`config.mk`:
```
export PLATFORM = sky130hd
export DESIGN_NAME = ex_mem_redirect_buffer_flat
export DESIGN_NICKNAME = d
export VERILOG_FILES = /design/src/rtl/ex_mem_redirect_buffer_if.sv /design/src/rtl/ex_mem_redirect_buffer.sv /design/src/flat_wrapper.sv
export SDC_FILE = /design/constraint.sdc
export NUM_CORES = 1
export LEC_CHECK = 0
export ABC_AREA = 0
export CAP_MARGIN = 20
export CORE_MARGIN = 2
export CORE_UTILIZATION = 40
export DETAILED_ROUTE_END_ITERATION = 10
export PLACE_DENSITY = 0.79
export REMOVE_ABC_BUFFERS = 1
export SYNTH_ARGS = -nofsm -noshare
export SYNTH_HDL_FRONTEND = slang
export SYNTH_SLANG_ARGS = --single-unit
```
`constraint.sdc`:
```
create_clock -name clk -period 1.7 [get_ports clk]
set_input_delay 0.51 -clock clk [delete_from_list [all_inputs] [get_ports clk]]
set_output_delay 0.51 -clock clk [all_outputs]
set_load 0.02 [all_outputs]
```
`src/rtl/ex_mem_redirect_buffer_if.sv`:
```
// ex_mem_redirect_buffer_if: EX-side inputs and MEM-side outputs of the EX/MEM redirect buffer.
interface ex_mem_redirect_buffer_if #(
    parameter int REG_WIDTH      = 4,
    parameter int BIT_WIDTH      = 32,
    parameter int CTRL_BIT_WIDTH = 5,
    parameter int NUM_IRQ        = 4
);
    logic                      stall_i;
    logic                      in_valid_i;
    logic [NUM_IRQ-1:0]        irq_i;
    logic [REG_WIDTH-1:0]      next_dr_i;
    logic [BIT_WIDTH-1:0]      d_alu_i;
    logic [BIT_WIDTH-1:0]      sr2_i;
    logic [BIT_WIDTH-1:0]      branch_i;
    logic [BIT_WIDTH-1:0]      pipe_pc_i;
    logic [CTRL_BIT_WIDTH-1:0] ctrl_i;
    logic                      ret_i;
    logic [BIT_WIDTH-1:0]      ira_i;
    logic [BIT_WIDTH-1:0]      iha_base_i;
    logic                      out_valid_o;
    logic [REG_WIDTH-1:0]      next_dr_o;
    logic [BIT_WIDTH-1:0]      d_alu_o;
    logic [BIT_WIDTH-1:0]      sr2_o;
    logic [BIT_WIDTH-1:0]      pipe_pc_o;
    logic                      mem_to_reg_o;
    logic                      mem_write_o;
    logic                      reg_write_o;
    logic [BIT_WIDTH-1:0]      branch_o;
    logic                      pc_mux_o;
    logic                      jal_o;
    logic                      flush_o;
    logic [NUM_IRQ-1:0]        irq_ack_o;
    logic                      in_service_o;

    modport master (
        output stall_i, in_valid_i, irq_i, next_dr_i, d_alu_i, sr2_i, branch_i, pipe_pc_i,
               ctrl_i, ret_i, ira_i, iha_base_i,
        input  out_valid_o, next_dr_o, d_alu_o, sr2_o, pipe_pc_o, mem_to_reg_o, mem_write_o,
               reg_write_o, branch_o, pc_mux_o, jal_o, flush_o, irq_ack_o, in_service_o
    );
    modport slave (
        input  stall_i, in_valid_i, irq_i, next_dr_i, d_alu_i, sr2_i, branch_i, pipe_pc_i,
               ctrl_i, ret_i, ira_i, iha_base_i,
        output out_valid_o, next_dr_o, d_alu_o, sr2_o, pipe_pc_o, mem_to_reg_o, mem_write_o,
               reg_write_o, branch_o, pc_mux_o, jal_o, flush_o, irq_ack_o, in_service_o
    );
endinterface

```
`src/rtl/ex_mem_redirect_buffer.sv`:
```
// ex_mem_redirect_buffer: EX/MEM pipeline register resolving vectored IRQ, branch, JALR and
// RETI redirects, with a squash window after each redirect and an in-service interlock.
module ex_mem_redirect_buffer #(
    parameter int REG_WIDTH      = 4,
    parameter int BIT_WIDTH      = 32,
    parameter int CTRL_BIT_WIDTH = 5,
    parameter int NUM_IRQ        = 4,
    parameter int VEC_STRIDE     = 16,
    parameter int FLUSH_CYCLES   = 1
) (
    input logic clk,
    input logic rst_n,
    ex_mem_redirect_buffer_if.slave bus
);
    localparam int SQW = $clog2(FLUSH_CYCLES + 1);

    logic [SQW-1:0]       sq_q, sq_d;
    logic                 in_service_q, in_service_d;
    logic                 valid_q, valid_d;
    logic [REG_WIDTH-1:0] next_dr_q, next_dr_d;
    logic [BIT_WIDTH-1:0] d_alu_q, d_alu_d, sr2_q, sr2_d, pipe_pc_q, pipe_pc_d;
    logic                 mem_to_reg_q, mem_to_reg_d, mem_write_q, mem_write_d;
    logic                 reg_write_q, reg_write_d;
    logic [BIT_WIDTH-1:0] branch_q, branch_d;
    logic                 pc_mux_q, pc_mux_d, jal_q, jal_d;
    logic [NUM_IRQ-1:0]   ack_q, ack_d, irq_onehot;
    logic [BIT_WIDTH-1:0] vec;
    logic                 squash, live, irq_go, br_go, jalr_go, ret_go;

    always_comb begin
        vec        = '0;
        irq_onehot = '0;
        // Descending scan so the lowest set line is the one that sticks.
        for (int i = NUM_IRQ - 1; i >= 0; i--) begin
            if (bus.irq_i[i]) begin
                vec        = bus.iha_base_i + BIT_WIDTH'(i * VEC_STRIDE);
                irq_onehot = NUM_IRQ'(1) << i;
            end
        end
    end

    always_comb begin
        squash       = sq_q != '0;
        live         = !squash && bus.in_valid_i;
        irq_go       = live && |bus.irq_i && !in_service_q;
        br_go        = live && !irq_go && bus.ctrl_i[2] && |bus.d_alu_i;
        jalr_go      = live && !irq_go && !br_go && bus.ctrl_i[1];
        ret_go       = live && !irq_go && !br_go && !jalr_go && bus.ret_i;
        valid_d      = live;
        mem_write_d  = live && bus.ctrl_i[3];
        reg_write_d  = live && bus.ctrl_i[0];
        mem_to_reg_d = bus.ctrl_i[4];
        next_dr_d    = bus.next_dr_i;
        d_alu_d      = bus.d_alu_i;
        sr2_d        = bus.sr2_i;
        pipe_pc_d    = bus.pipe_pc_i;
        branch_d     = irq_go ? vec : br_go ? bus.branch_i : jalr_go ? bus.d_alu_i :
                       ret_go ? bus.ira_i : '0;
        pc_mux_d     = irq_go || br_go || jalr_go || ret_go;
        jal_d        = jalr_go;
        ack_d        = irq_go ? irq_onehot : '0;
        in_service_d = irq_go ? 1'b1 : ret_go ? 1'b0 : in_service_q;
        sq_d         = pc_mux_d ? SQW'(FLUSH_CYCLES) : squash ? sq_q - SQW'(1) : sq_q;
    end

    always_ff @(posedge clk or negedge rst_n) begin
        if (!rst_n) begin
            sq_q         <= '0;
            in_service_q <= 1'b0;
            valid_q      <= 1'b0;
            next_dr_q    <= '0;
            d_alu_q      <= '0;
            sr2_q        <= '0;
            pipe_pc_q    <= '0;
            mem_to_reg_q <= 1'b0;
            mem_write_q  <= 1'b0;
            reg_write_q  <= 1'b0;
            branch_q     <= '0;
            pc_mux_q     <= 1'b0;
            jal_q        <= 1'b0;
            ack_q        <= '0;
        end else if (bus.stall_i) begin
            ack_q        <= '0;
        end else begin
            sq_q         <= sq_d;
            in_service_q <= in_service_d;
            valid_q      <= valid_d;
            next_dr_q    <= next_dr_d;
            d_alu_q      <= d_alu_d;
            sr2_q        <= sr2_d;
            pipe_pc_q    <= pipe_pc_d;
            mem_to_reg_q <= mem_to_reg_d;
            mem_write_q  <= mem_write_d;
            reg_write_q  <= reg_write_d;
            branch_q     <= branch_d;
            pc_mux_q     <= pc_mux_d;
            jal_q        <= jal_d;
            ack_q        <= ack_d;
        end
    end

    assign bus.out_valid_o  = valid_q;
    assign bus.next_dr_o    = next_dr_q;
    assign bus.d_alu_o      = d_alu_q;
    assign bus.sr2_o        = sr2_q;
    assign bus.pipe_pc_o    = pipe_pc_q;
    assign bus.mem_to_reg_o = mem_to_reg_q;
    assign bus.mem_write_o  = mem_write_q;
    assign bus.reg_write_o  = reg_write_q;
    assign bus.branch_o     = branch_q;
    assign bus.pc_mux_o     = pc_mux_q;
    assign bus.jal_o        = jal_q;
    assign bus.flush_o      = sq_q != '0;
    assign bus.irq_ack_o    = ack_q;
    assign bus.in_service_o = in_service_q;
endmodule

```
`src/flat_wrapper.sv`:
```
// flat-port wrapper written by rule: the top's interface ports become plain ports
module ex_mem_redirect_buffer_flat 
#(
    parameter int REG_WIDTH      = 4,
    parameter int BIT_WIDTH      = 32,
    parameter int CTRL_BIT_WIDTH = 5,
    parameter int NUM_IRQ        = 4,
    parameter int VEC_STRIDE     = 16,
    parameter int FLUSH_CYCLES   = 1
)
  (clk, rst_n, bus_stall_i, bus_in_valid_i, bus_irq_i, bus_next_dr_i, bus_d_alu_i, bus_sr2_i, bus_branch_i, bus_pipe_pc_i, bus_ctrl_i, bus_ret_i, bus_ira_i, bus_iha_base_i, bus_out_valid_o, bus_next_dr_o, bus_d_alu_o, bus_sr2_o, bus_pipe_pc_o, bus_mem_to_reg_o, bus_mem_write_o, bus_reg_write_o, bus_branch_o, bus_pc_mux_o, bus_jal_o, bus_flush_o, bus_irq_ack_o, bus_in_service_o);
  ex_mem_redirect_buffer_if #(.REG_WIDTH(REG_WIDTH), .BIT_WIDTH(BIT_WIDTH), .CTRL_BIT_WIDTH(CTRL_BIT_WIDTH), .NUM_IRQ(NUM_IRQ)) bus_i ();
  input logic clk;
  input logic rst_n;
  input wire logic [$bits(bus_i.stall_i)-1:0] bus_stall_i;
  input wire logic [$bits(bus_i.in_valid_i)-1:0] bus_in_valid_i;
  input wire logic [$bits(bus_i.irq_i)-1:0] bus_irq_i;
  input wire logic [$bits(bus_i.next_dr_i)-1:0] bus_next_dr_i;
  input wire logic [$bits(bus_i.d_alu_i)-1:0] bus_d_alu_i;
  input wire logic [$bits(bus_i.sr2_i)-1:0] bus_sr2_i;
  input wire logic [$bits(bus_i.branch_i)-1:0] bus_branch_i;
  input wire logic [$bits(bus_i.pipe_pc_i)-1:0] bus_pipe_pc_i;
  input wire logic [$bits(bus_i.ctrl_i)-1:0] bus_ctrl_i;
  input wire logic [$bits(bus_i.ret_i)-1:0] bus_ret_i;
  input wire logic [$bits(bus_i.ira_i)-1:0] bus_ira_i;
  input wire logic [$bits(bus_i.iha_base_i)-1:0] bus_iha_base_i;
  output wire logic [$bits(bus_i.out_valid_o)-1:0] bus_out_valid_o;
  output wire logic [$bits(bus_i.next_dr_o)-1:0] bus_next_dr_o;
  output wire logic [$bits(bus_i.d_alu_o)-1:0] bus_d_alu_o;
  output wire logic [$bits(bus_i.sr2_o)-1:0] bus_sr2_o;
  output wire logic [$bits(bus_i.pipe_pc_o)-1:0] bus_pipe_pc_o;
  output wire logic [$bits(bus_i.mem_to_reg_o)-1:0] bus_mem_to_reg_o;
  output wire logic [$bits(bus_i.mem_write_o)-1:0] bus_mem_write_o;
  output wire logic [$bits(bus_i.reg_write_o)-1:0] bus_reg_write_o;
  output wire logic [$bits(bus_i.branch_o)-1:0] bus_branch_o;
  output wire logic [$bits(bus_i.pc_mux_o)-1:0] bus_pc_mux_o;
  output wire logic [$bits(bus_i.jal_o)-1:0] bus_jal_o;
  output wire logic [$bits(bus_i.flush_o)-1:0] bus_flush_o;
  output wire logic [$bits(bus_i.irq_ack_o)-1:0] bus_irq_ack_o;
  output wire logic [$bits(bus_i.in_service_o)-1:0] bus_in_service_o;
  assign bus_i.stall_i = bus_stall_i;
  assign bus_i.in_valid_i = bus_in_valid_i;
  assign bus_i.irq_i = bus_irq_i;
  assign bus_i.next_dr_i = bus_next_dr_i;
  assign bus_i.d_alu_i = bus_d_alu_i;
  assign bus_i.sr2_i = bus_sr2_i;
  assign bus_i.branch_i = bus_branch_i;
  assign bus_i.pipe_pc_i = bus_pipe_pc_i;
  assign bus_i.ctrl_i = bus_ctrl_i;
  assign bus_i.ret_i = bus_ret_i;
  assign bus_i.ira_i = bus_ira_i;
  assign bus_i.iha_base_i = bus_iha_base_i;
  assign bus_out_valid_o = bus_i.out_valid_o;
  assign bus_next_dr_o = bus_i.next_dr_o;
  assign bus_d_alu_o = bus_i.d_alu_o;
  assign bus_sr2_o = bus_i.sr2_o;
  assign bus_pipe_pc_o = bus_i.pipe_pc_o;
  assign bus_mem_to_reg_o = bus_i.mem_to_reg_o;
  assign bus_mem_write_o = bus_i.mem_write_o;
  assign bus_reg_write_o = bus_i.reg_write_o;
  assign bus_branch_o = bus_i.branch_o;
  assign bus_pc_mux_o = bus_i.pc_mux_o;
  assign bus_jal_o = bus_i.jal_o;
  assign bus_flush_o = bus_i.flush_o;
  assign bus_irq_ack_o = bus_i.irq_ack_o;
  assign bus_in_service_o = bus_i.in_service_o;
  ex_mem_redirect_buffer #(.REG_WIDTH(REG_WIDTH), .BIT_WIDTH(BIT_WIDTH), .CTRL_BIT_WIDTH(CTRL_BIT_WIDTH), .NUM_IRQ(NUM_IRQ), .VEC_STRIDE(VEC_STRIDE), .FLUSH_CYCLES(FLUSH_CYCLES)) u_core (.clk(clk), .rst_n(rst_n), .bus(bus_i));
endmodule
```
==> flow_summary.ini, run 1 <==
[die]
ios = 354
row_count = 53
start_util_pct = 40.5
die_y_um = 150
dieArea_um2 = 22400
core_area_um2 = 21000
die_x_um = 150

[sta]
hold_viol_final = 0
maxSlewViolCount = 0
layout_setup_ws_ns = -0.398
max_freq_mhz = 477
tightest_slew_ns = 0.473
grt_setup_unrepaired = true
finalCritPeriodShare_pct = 123
setup_viol = 35
slew_headroom_pct = 68.3
fin_crit_ns = 2.10
fin_skew_ns = 0.0107

[yosys]
synth_most_common_cell = dfrtp_1
postSynthAreaPerCell_um2 = 9.92
syn-cell-area_um2 = 8500
synth_edf_count = 0
synth_top_area_cell = dfrtp_1
synth_area_leaders = dfrtp_1 42%, mux2_2 14%, nand2_1 2.7%, a221oi_1 2.5%, o21ai_0 2.4%
netlist_instances = 856
yosysTopAreaCellShare_pct = 42.1
synthTopCellsByCount = 143 x dfrtp_1, 104 x mux2_2, 60 x nand2_1
ys_warn_count = 0
synthFlopType = dfrtp_1
async_flop_share_pct = 100
ys_ff_latch = 143
synth_cell_type_count = 68
synth-seq-area-share_pct = 42.1

[outcome]
status = finished, violations left
violations = negative setup slack

[clock_tree]
h-tree-depth = 4
clock_latency_ns = 0.43
clk_pin_slew_ns = 0.07
root_buffer = clkbuf_16
cts_tree = done
clockBufferDepth = 2
clock_sinks = 143
cts_buffers = 17

[worst_setup_path]
worstPathArrival_ns = 2.42
crit_fanout = 7
reg2reg_depth = 9
worstSetupStartpointType = input pin
regToRegStartpoint = u_core.bus.in_service_o$_DFFE_PN0P_
crit_path_end_kind = flip-flop
crit_required_ns = 2.02
startpoint = bus_irq_i[3]
crit_type = in2reg

[finish]
syn_to_final_growth_pct = 89.4
layout-drive-gt1-share_pct = 44.7
final_util_pct = 76.8
final_cells = 1745
fin_nets = 1668
fillerInstances = 1363

[pwr]
p_leak_nw = 6.92
p_per_area_nw_per_um2 = 795
peakVddDrop_mv = 0.723
p_total_w = 0.0128

[min_path]
hold_depth = 3
holdCritStartpoint = bus_d_alu_i[30]
hold_path_class = in2reg

[route]
drt-total-wl_um = 42300
drt_iter0_markers = 879
drt-wirelength-per-cell_um = 24.3
drtAntennaViolNets = 0
wl_met2_um = 20900
drt_first_pass_iters = 5
viasPerCell = 5.96
drc = 0
top_layer = met5
via_count = 10400
met1_length_um = 15700
route.met3.wl_um = 3940

[placed_design]
gp_congestion = 0.989
port-buffer-count = 353
dp_cells = 1648
dp.final_hpwl_um = 29500

[grt]
first_global_vias = 10500
grt_pass1_wl_um = 61300
antenna_found_initial = 5
grt_max_degree = 52
grt_usage_pct = 35.7
overflow = 0

[flow_run]
max-cap-violations = 0
cell usage in the layout (no fill, tap or decap), types with 11 or more instances in the layout:
cell,instances
buf_12,11
clkdlybuf4s50_1,143
a221o_1,12
buf_6,54
nor2_1,47
buf_2,30
nor3_1,14
o21ai_1,18
a21oi_1,24
dlygate4sd2_1,122
o21ai_0,19
buf_4,247
clkbuf_16,18
a221oi_2,15
inv_1,15
nand4_1,28
nor4_4,12
xnor2_1,18
clkdlybuf4s15_1,29
mux2_2,103
nand2_1,51
dfrtp_1,143
cell families after synthesis:
family          count (synthesis)  share of synthesized area (%)
mux                           113                           14.8
xor+xnor                       27                           2.78
buf+inv                        96                           4.86
flops                         143                           42.1
fa+ha+maj                       4                          0.589
compound gates                233                           20.0
simple gates                  240                           14.8
what timing repair did:
| action | in CTS | in global routing |
|---|---|---|
| setup endpoints to repair | 182 | 59 |
| endpoints found under the hold margin | 22 | 0 |
| gates resized for setup | 554 | 142 |
| hold buffers | 1 | 0 |
| buffers inserted | 43 | 23 |
| cloned | 2 | 2 |
| pin swaps | 97 | 81 |
power by group:
part / internal, W / switching [W]
clock: 0.00240 / 0.00178
combinational: 0.00212 / 0.00237
sequential: 0.00384 / 0.000275
stage by stage:
stage | hold slack (ns) | setup TNS, ns | cell area (µm²) | setup WS, ns
2_1_floorplan | 0.214 | -26.35 | 8150 | -1.06
3_3_place_gp | 0.416 | -45.35 | 14000 | -1.34
3_5_place_dp | 0.420 | -45.77 | 14000 | -1.37
4_1_cts | 0.422 | -6.38 | 15400 | -0.278
5_1_grt | 0.423 | -10.62 | 16100 | -0.416
6_report | 0.436 | -9.73 | 16100 | -0.398
metal layers:
layer	track usage, %	vias to the layer above
li1	-	4474
met1	43.5	5099
met2	60.9	673
met3	9.05	141
met4	13.7	6
met5	0	-
critical path, cell delays in order:
cell,delay [ns]
buf_2,0.14
or4_4,0.55
buf_12,0.16
a211oi_4,0.26
buf_4,0.17
buf_6,0.12
a22o_1,0.19
a221oi_2,0.08
o31ai_1,0.23
final cells by class:
type / count / area, µm² / area share, %
Tap cell: 275 / 344 / 2.14
Timing Repair Buffer: 657 / 5900 / 36.7
Inverter: 18 / 70.1 / 0.436
Multi-Input combinational cell: 617 / 5540 / 34.5
Clock inverter: 15 / 221 / 1.38
Sequential cell: 143 / 3580 / 22.2
Antenna cell: 3 / 7.51 / 0.0467
Clock buffer: 17 / 425 / 2.64
flip-flops by register name, indices dropped and copies added (netlist names):
| register | flops |
|---|---|
| u_core.bus.branch_o | 32 |
| u_core.bus.d_alu_o | 32 |
| u_core.bus.pc_mux_o | 1 |
| u_core.bus.out_valid_o | 1 |
| u_core.bus.sr2_o | 32 |
| u_core.bus.mem_to_reg_o | 1 |
| u_core.bus.reg_write_o | 1 |
| u_core.bus.mem_write_o | 1 |
| u_core.bus.next_dr_o | 4 |
| u_core.bus.in_service_o | 1 |
| u_core.bus.jal_o | 1 |
| u_core.bus.irq_ack_o | 4 |
| u_core.bus.pipe_pc_o | 32 |
worst paths after layout:
| check | to | slack (ns) |
|---|---|---|
| worst max-delay path | u_core.bus.branch_o[7]$_DFFE_PN0N_ | -0.40 |
| worst min-delay path | u_core.bus.d_alu_o[30]$_DFFE_PN0N_ | 0.44 |
| worst max register to register | u_core.bus.branch_o[15]$_DFFE_PN0N_ | -0.26 |
| worst min register to register | u_core.bus.out_valid_o$_DFFE_PN0N_ | 0.49 |
| max in group asynchronous | u_core.bus.branch_o[7]$_DFFE_PN0N_ | 0.58 |
| min in group asynchronous | u_core.bus.pipe_pc_o[20]$_DFFE_PN0N_ | 0.51 |
(Power assumes the default switching activity.)
==> run 2, diff against run 1 <==
--- a/config.mk
+++ b/config.mk
@@ -10,7 +10,8 @@
 export CORE_MARGIN = 2
 export CORE_UTILIZATION = 40
 export DETAILED_ROUTE_END_ITERATION = 10
-export PLACE_DENSITY = 0.79
+export MAX_ROUTING_LAYER = met4
+export PLACE_DENSITY = 0.8
 export REMOVE_ABC_BUFFERS = 1
 export SYNTH_ARGS = -nofsm -noshare
 export SYNTH_HDL_FRONTEND = slang
==> run 2 against run 1 <==
The run ends with design-rule violations, negative setup slack left. Non-clock buffer count is 17 higher. Maximum frequency is 1.8% lower. Combinational power is 7.6% higher. Utilization is 1.1 points higher. First-iteration DRC count is 41% higher. Clock-buffer cell count is 1 higher.
==> flow_summary.ini, run 2 (synthesized netlist as in run 1, its figures left out) <==
[die]
core_area_um2 = 21000
die_x_um = 150
row_count = 53
die_y_um = 150
start_util_pct = 40.5
ios = 354
dieArea_um2 = 22400

[worst_setup_path]
worstPathArrival_ns = 2.45
cp_slowest_cell = a221oi_4
path_cells = buf_6 -> nor4_4 -> buf_4 -> nand4_1 -> buf_6 -> o211a_4 -> clkbuf_16 -> a221oi_4 -> nor3_2 -> a211o_1
r2r_slack_ns = -0.43
reg2reg_depth = 8
crit_path_end_kind = flip-flop
crit_required_ns = 2.02
critPathTopFamily = compound AO/OA/AOI/OAI gates
worstSetupStartpointType = input pin
crit_type = in2reg
crit_fanout = 5
path_buf_inv = 4
rr_endpoint = u_core.bus.branch_o[12]$_DFFE_PN0N_
regToRegStartpoint = u_core.bus.in_service_o$_DFFE_PN0P_
worst_path_most_repeated_cell = buf_6
slowest_delay_ns = 0.36

[route]
drt_iter0_markers = 1239
wl_met2_um = 21900
drc = 2
route.met3.wl_um = 4660
viasPerCell = 6.05
drt-wirelength-per-cell_um = 25.9
drt_first_pass_iters = 8
drtAntennaViolNets = 0
met1_length_um = 16300
drt-total-wl_um = 45700
top_layer = met4
via_count = 10700

[sta]
max_freq_mhz = 468
fin_skew_ns = 0.00626
maxSlewViolCount = 0
tightest_slew_ns = 0.512
fin_crit_ns = 2.14
hold_viol_final = 0
whs_ns = 0.429
grt_setup_unrepaired = true
setup_viol = 41
finalCritPeriodShare_pct = 126
layout_setup_ws_ns = -0.436
slew_headroom_pct = 65.8

[grt]
grt_usage_pct = 39.2
grt_pass1_wl_um = 64500
first_global_vias = 11200
overflow = 0
grt_max_degree = 41
antenna_found_initial = 7

[finish]
final_common_cell = buf_4
multi_input_area_um2 = 5510
fin_nets = 1685
layout-drive-gt1-share_pct = 44.3
fillerInstances = 1305
layout_common_cells = 251 x buf_4, 143 x clkdlybuf4s50_1, 142 x dfrtp_1
syn_to_final_growth_pct = 92.1
final_util_pct = 77.9
regArea_um2 = 3580

[clock_tree]
clock_sinks = 143
h-tree-depth = 4
cts_buffers = 17
clock_latency_ns = 0.43
clk_pin_slew_ns = 0.07
clockBufferDepth = 2
root_buffer = clkbuf_16
cts_tree = done

[min_path]
holdCritStartpoint = bus_d_alu_i[14]
hold_path_class = in2reg
hold_depth = 3
whs_endpoint = u_core.bus.d_alu_o[14]$_DFFE_PN0N_

[pwr]
power.switching_w = 0.00455
power.share.clock_pct = 31.3
p_leak_nw = 7.03
p_int_w = 0.00852
switching_share_pct = 34.8
p_per_area_nw_per_um2 = 801
pwr-share-seq_pct = 31.6
combPwrFrac_pct = 37.1
peakVddDrop_mv = 0.893

[placed_design]
pre_cts_slack_ns = -1.54
gp_congestion = 0.976
dp.final_hpwl_um = 30000
port-buffer-count = 353

[flow_run]
max-cap-violations = 0

[outcome]
violations = design-rule violations, negative setup slack
status = finished, violations left
==> run 2: cell types whose count changed in the layout (fill, tap and decap cells not counted), sizes merged <==
cell           before  now
buf               350  362
clkbuf             23   36
clkdlybuf4s15      35   34
clkinv              3    1
clkinvlp            1    3
diode               3    8
dlygate4sd2       122  115
dlymetal6s2s        0    1
inv                26   25
==> run 2: layout make-up <==
class	instances	area share [%]
Inverter	18	0.483
Tap cell	275	2.11
Multi-Input combinational cell	617	33.8
Clock inverter	14	1.19
Sequential cell	143	21.9
Clock buffer	18	2.63
Antenna cell	8	0.123
Timing Repair Buffer	674	37.8
==> run 2: through the flow <==
stage	TNS, ns	instance area, µm²	std cells	power [W]
floorplan	-26.35	8150	778	0.00564
global placement	-45.15	14100	1665	0.00825
detailed placement	-47.26	14100	1665	0.00835
CTS	-6.64	15900	1748	0.0126
global route	-11.77	16300	1766	0.0134
finish	-10.14	16300	1767	0.0131
==> run 2: what timing repair did <==
| item | in CTS | in global routing |
|---|---|---|
| setup endpoints to repair | 182 | 68 |
| pin swaps | 111 | 39 |
| gates resized for setup | 594 | 123 |
| hold buffers | 1 | 0 |
| gates cloned | 3 | 1 |
| setup buffers | 54 | 14 |
| endpoints found under the hold margin | 2 | 0 |
==> run 2: worst max path at each step <==
stage | endpoint | start | slack [ns] | cells past startpoint
floorplan | u_core.bus.pc_mux_o$_DFFE_PN0N_ | bus_d_alu_i[16] | -1.06 | 5
global placement | u_core.bus.branch_o[10]$_DFFE_PN0N_ | bus_iha_base_i[5] | -1.52 | 11
detailed placement | u_core.bus.branch_o[10]$_DFFE_PN0N_ | bus_irq_i[0] | -1.54 | 11
CTS | u_core.bus.branch_o[27]$_DFFE_PN0N_ | bus_d_alu_i[30] | -0.29 | 10
global route | u_core.bus.branch_o[12]$_DFFE_PN0N_ | u_core.bus.in_service_o$_DFFE_PN0P_ | -0.48 | 8
finish | u_core.bus.branch_o[12]$_DFFE_PN0N_ | bus_d_alu_i[25] | -0.44 | 10
==> run 2: layer usage <==
layer	up-vias	GRT usage, %
li1	4510	-
met2	783	63.5
met3	235	10.9
met5	-	-
met1	5165	44.4
met4	0	20.5
==> run 2: worst min-delay path, cell delays in order <==
cell and delay [ns]:
buf_6 0.08, buf_4 0.10, mux2_2 0.13
==> run 2: power groups by stage <==
stage / logic [W] / clock network [W] / registers [W]
after floorplan: 0.000974 / 0 / 0.00467
after global placement: 0.00412 / 0 / 0.00413
after detailed placement: 0.00419 / 0 / 0.00416
after CTS: 0.00442 / 0.00408 / 0.00410
after global routing: 0.00501 / 0.00425 / 0.00417
final: 0.00484 / 0.00409 / 0.00413
